--- src/rtl/exp_request_ctrl.sv ---
// Exception-request initiator: debounces three buttons into sticky pending events and
// presents them one at a time to the CPU, holding each request until HasExp acknowledges it.

module exp_db_lane #(
  parameter int DEBOUNCE_CYCLES = 1000000,
  parameter int DB_W            = 20
) (
  input  logic clk,
  input  logic reset,
  input  logic btn_i,
  output logic rise_o
);
  logic [1:0]      sync_q;
  logic            stable_q, stable_d;
  logic [DB_W-1:0] cnt_q, cnt_d;
  logic            flip;

  always_comb begin
    flip     = (sync_q[1] != stable_q) && (cnt_q == DB_W'(DEBOUNCE_CYCLES - 1));
    stable_d = flip ? ~stable_q : stable_q;
    cnt_d    = ((sync_q[1] == stable_q) || flip) ? '0 : cnt_q + DB_W'(1);
    rise_o   = flip & sync_q[1];
  end

  always_ff @(posedge clk) begin
    if (reset) begin
      sync_q   <= '0;
      stable_q <= 1'b0;
      cnt_q    <= '0;
    end else begin
      sync_q   <= {sync_q[0], btn_i};
      stable_q <= stable_d;
      cnt_q    <= cnt_d;
    end
  end
endmodule

module exp_request_ctrl #(
  parameter int DEBOUNCE_CYCLES = 1000000,
  parameter int DB_W            = 20
) (
  input  logic       clk,
  input  logic       reset,
  input  logic [2:0] btn,
  input  logic       ack,
  input  logic       expblock,
  output logic       expsrc0,
  output logic       expsrc1,
  output logic       expsrc2,
  output logic [2:0] pending,
  output logic       busy,
  output logic [7:0] req_cnt
);
  typedef enum logic [1:0] {IDLE, REQ, WAIT_REL} state_t;

  state_t     state_q, state_d;
  logic [1:0] sel_q, sel_d;
  logic [2:0] src_q, src_d;
  logic [2:0] pending_q, pending_d;
  logic [7:0] req_cnt_q, req_cnt_d;
  logic [2:0] rise, clr;

  for (genvar i = 0; i < 3; i++) begin : g_lane
    exp_db_lane #(.DEBOUNCE_CYCLES(DEBOUNCE_CYCLES), .DB_W(DB_W)) u_lane (
      .clk    (clk),
      .reset  (reset),
      .btn_i  (btn[i]),
      .rise_o (rise[i])
    );
  end

  always_comb begin
    state_d   = state_q;
    sel_d     = sel_q;
    src_d     = src_q;
    clr       = '0;
    req_cnt_d = req_cnt_q;
    case (state_q)
      IDLE: if (pending_q != '0 && !expblock) begin
        if (pending_q[0])      sel_d = 2'd0;
        else if (pending_q[1]) sel_d = 2'd1;
        else                   sel_d = 2'd2;
        src_d   = 3'b001 << sel_d;
        state_d = REQ;
      end
      REQ: if (ack) begin
        clr       = 3'b001 << sel_q;
        src_d     = '0;
        req_cnt_d = req_cnt_q + 8'd1;
        state_d   = WAIT_REL;
      end
      WAIT_REL: if (!ack) state_d = IDLE;
      default: begin
        state_d = IDLE;
        src_d   = '0;
      end
    endcase
    // a new event landing on the clearing edge must survive
    pending_d = (pending_q & ~clr) | rise;
  end

  always_ff @(posedge clk) begin
    if (reset) begin
      state_q   <= IDLE;
      sel_q     <= '0;
      src_q     <= '0;
      pending_q <= '0;
      req_cnt_q <= '0;
    end else begin
      state_q   <= state_d;
      sel_q     <= sel_d;
      src_q     <= src_d;
      pending_q <= pending_d;
      req_cnt_q <= req_cnt_d;
    end
  end

  assign expsrc0 = src_q[0];
  assign expsrc1 = src_q[1];
  assign expsrc2 = src_q[2];
  assign pending = pending_q;
  assign busy    = (state_q != IDLE);
  assign req_cnt = req_cnt_q;
endmodule

--- config.mk ---
export PLATFORM = sky130hd
export DESIGN_NAME = exp_request_ctrl
export DESIGN_NICKNAME = d
export VERILOG_FILES = /design/src/rtl/exp_request_ctrl.sv
export SDC_FILE = /design/constraint.sdc
export NUM_CORES = 1
export LEC_CHECK = 0
export BUFFER_PORTS_ARGS = -buffer_cell sky130_fd_sc_hd__buf_2
export CAP_MARGIN = 20
export CORE_ASPECT_RATIO = 0.5
export CORE_UTILIZATION = 65
export DETAILED_ROUTE_END_ITERATION = 10
export GPL_TIMING_DRIVEN = 0
export PLACE_DENSITY_LB_ADDON = 0.2
export SETUP_SLACK_MARGIN = 0.05
export SYNTH_ARGS = -nofsm -noshare
export SYNTH_HDL_FRONTEND = slang
export SYNTH_SLANG_ARGS = --single-unit
--- constraint.sdc ---
create_clock -name clk -period 4.5 [get_ports clk]
set_input_delay 0.45 -clock clk [delete_from_list [all_inputs] [get_ports clk]]
set_output_delay 0.45 -clock clk [all_outputs]
set_load 0.1 [all_outputs]
==> reports/metrics.cfg <==
[outcome]
status = completed

[sta]
finalSetupViolations = 0
fin_crit_sh = 0.446
rsz0062_at_grt = false
final.setup_skew_ns = 0.00413
maxSlewViolCount = 0
setup-tns-final_ns = 0
final_hold_viol_count = 0
fin_crit_ns = 2.01
worst_pin_slew_ns = 0.492
slew_headroom = 0.674
layout_setup_ws_ns = 2.49
fmax_mhz = 498

[logic_synthesis]
synth.area.top_cells = dfxtp_1 (46%), xnor2_1 (7.2%), nor2_1 (5.7%)
post-synth-top-count-cell = dfxtp_1
async_flop_share = 0
synth_top_area_frac = 0.460
netlist_top_cells_count = dfxtp_1 (87), nor2_1 (57), xnor2_1 (31)
yosys.cell_types.count = 38
synth_edf_count = 0
synth_area_um2 = 3780
ys_seq_area_frac = 0.460
synth_fp_nets = 447
ys.flop_type = dfxtp_1
synth_area_per_cell_um2 = 8.68
synth-seq-cells = 87
yosysWarnings = 0
syn_inst = 436
yosysTopAreaCell = dfxtp_1

[critical_path]
r2r_start = g_lane[1].u_lane.cnt_q[0]$_SDFF_PP0_
regToRegEndpoint = g_lane[1].u_lane.cnt_q[9]$_SDFF_PP0_
reg2reg_depth = 7
crit_path_end_kind = flip-flop
r2r_slack_ns = 2.49
startpoint_type = flip-flop
critPathKind = reg2reg
worst_ep_required_time_ns = 4.71
crit_arrival_ns = 2.21
path_max_fanout = 10

[placement]
portBuffers = 21
dp_hpwl_mm = 5.51
gp_congestion = 0.850
preCtsSetupSlack_ns = 2.51

[clock_network]
cts_resized = 0
numCtsBuffers = 9
clk_latency_ns = 0.34
clk_pin_slew_worst_paths_ns = 0.06
htree_levels = 3
cts_hold_buffers = 0
post_cts_buffers = 0
cts_tree = done
cts.sinks = 87
clockBufferDepth = 2
clockRootBuffer = clkbuf_16

[final_layout]
layout-drive-gt1-share = 0.0826
antenna_cells = 0
area_delta_synth_final_pct = 12.0
num-nets-final = 479

[routing]
ant_nets = 0
vias = 3240
first_iter_violations = 308
drc = 0
routed_wl_mm = 7.77
viasPerCell = 5.94
first_pass_iters = 4
drt-wirelength-per-cell_um = 14.3

[flow_run]
drv_cap = 0

[global_route]
gr-usage-met2 = 0.485
grt_first_pass_wirelength_mm = 13.5
grt_max_degree = 13
gr-usage-all-layers = 0.286
overflow = 0
antenna_found_initial = 0
grt_pass1_vias = 3154
use_met1 = 0.328
use_met3 = 0.0960
grt-busiest-layer = met2

[floorplan]
fp-row-count = 19
die_y_um = 55.9
die_w_um = 110
start_util = 0.683
io_pins = 22
core_area_um2 = 5540
dieArea_um2 = 6150

[min_path]
min_from = btn[2]
hold_end = g_lane[2].u_lane.sync_q[0]$_SDFF_PP0_
min_path_type = in2reg
min_path_cells = 2

[power_and_ir_drop]
p_leak_uw = 0.00134
power_density_nw_per_um2 = 343
ir_drop_mv = 0.305

[where the power goes]
part	total [uW]	switching (uW)	internal, uW
combinational	18.3	12.3	6.05
sequential	776	2.23	774
clock	658	273	385
[through the flow]
stage	std cells	power, uW	area, um2	utilization	hold slack [ns]
floorplan	436	803	3780	-	0.414
global placement	530	810	3980	0.718	0.422
detailed placement	530	811	3980	0.718	0.448
CTS	545	1460	4240	0.765	0.325
global route	545	1500	4240	0.765	0.336
finish	545	1450	4240	0.765	0.324
[cell usage in the layout, fill, tap and decap left out, types with 6 or more instances in the layout]
master and count:
a21oi_1 30, and3_1 7, buf_2 22, clkbuf_1 16, clkbuf_16 9, dfxtp_1 87
inv_1 13, nand2_1 27, nand3_1 30, nand4_1 11, nor2_1 57, nor2b_1 6
nor3_1 9, nor4_1 8, nor4b_1 7, o21ai_0 18, o31ai_1 10, or3_1 12
or4_1 10, xnor2_1 31, xor2_1 16
[worst max path at each step]
stage	start	end	cells past startpoint
2_1_floorplan	pending[0]$_SDFF_PP0_	sel_q[1]$_SDFFE_PP0P_	4
3_3_place_gp	g_lane[0].u_lane.cnt_q[10]$_SDFF_PP0_	g_lane[0].u_lane.cnt_q[17]$_SDFF_PP0_	5
3_5_place_dp	g_lane[1].u_lane.cnt_q[0]$_SDFF_PP0_	g_lane[1].u_lane.cnt_q[9]$_SDFF_PP0_	7
4_1_cts	g_lane[1].u_lane.cnt_q[0]$_SDFF_PP0_	g_lane[1].u_lane.cnt_q[9]$_SDFF_PP0_	7
5_1_grt	g_lane[1].u_lane.cnt_q[0]$_SDFF_PP0_	g_lane[1].u_lane.cnt_q[2]$_SDFF_PP0_	7
6_report	g_lane[1].u_lane.cnt_q[0]$_SDFF_PP0_	g_lane[1].u_lane.cnt_q[9]$_SDFF_PP0_	7
[sequential cells by signal, summed over array words and instances (netlist names)]
name,cells
req_cnt,8
sel_q,2
g_lane.u_lane.sync_q,6
g_lane.u_lane.stable_q,3
state_q,2
src_q,3
g_lane.u_lane.cnt_q,60
pending,3
[logic make-up (layout without fill, tap and decap cells)]
| logic type | count (synthesis) | in the layout | share of synthesized area |
|---|---|---|---|
| DFF | 87 | 87 | 0.460 |
| adders and majority gates | 4 | 4 | 0.0132 |
| muxes | 1 | 1 | 0.00265 |
| and+or+nand+nor | 210 | 210 | 0.301 |
| AOI/OAI and AO/OA | 59 | 59 | 0.0857 |
| xor gates and xnor gates | 47 | 47 | 0.109 |
| buffers and inverters | 28 | 64 | 0.0281 |
[critical path, cell delays in order, from the launching register on]
cell and delay [ns]:
dfxtp_1 0.37, ha_1 0.21, and4_1 0.18, clkbuf_1 0.25, nand2_1 0.12, o21ai_0 0.22
clkbuf_1 0.41, nor2_1 0.11
[routing by layer]
layer | vias to the layer above | wire length [um] | share of wire
li1 | 1611 | - | -
met1 | 1529 | 3450 | 0.44
met4 | 0 | 133 | 0.017
met5 | - | 0 | 0
met2 | 83 | 3850 | 0.50
met3 | 17 | 335 | 0.043
[layout make-up]
type	count	area (um2)
Clock buffer	14	254
Timing Repair Buffer	21	105
Sequential cell	87	1740
Clock inverter	1	5.00
Inverter	13	48.8
Fill cell	403	1300
Buffer	15	57.6
Multi-Input combinational cell	321	1930
Tap cell	73	91.3
No activity file was read; power rests on OpenSTA's default activity.
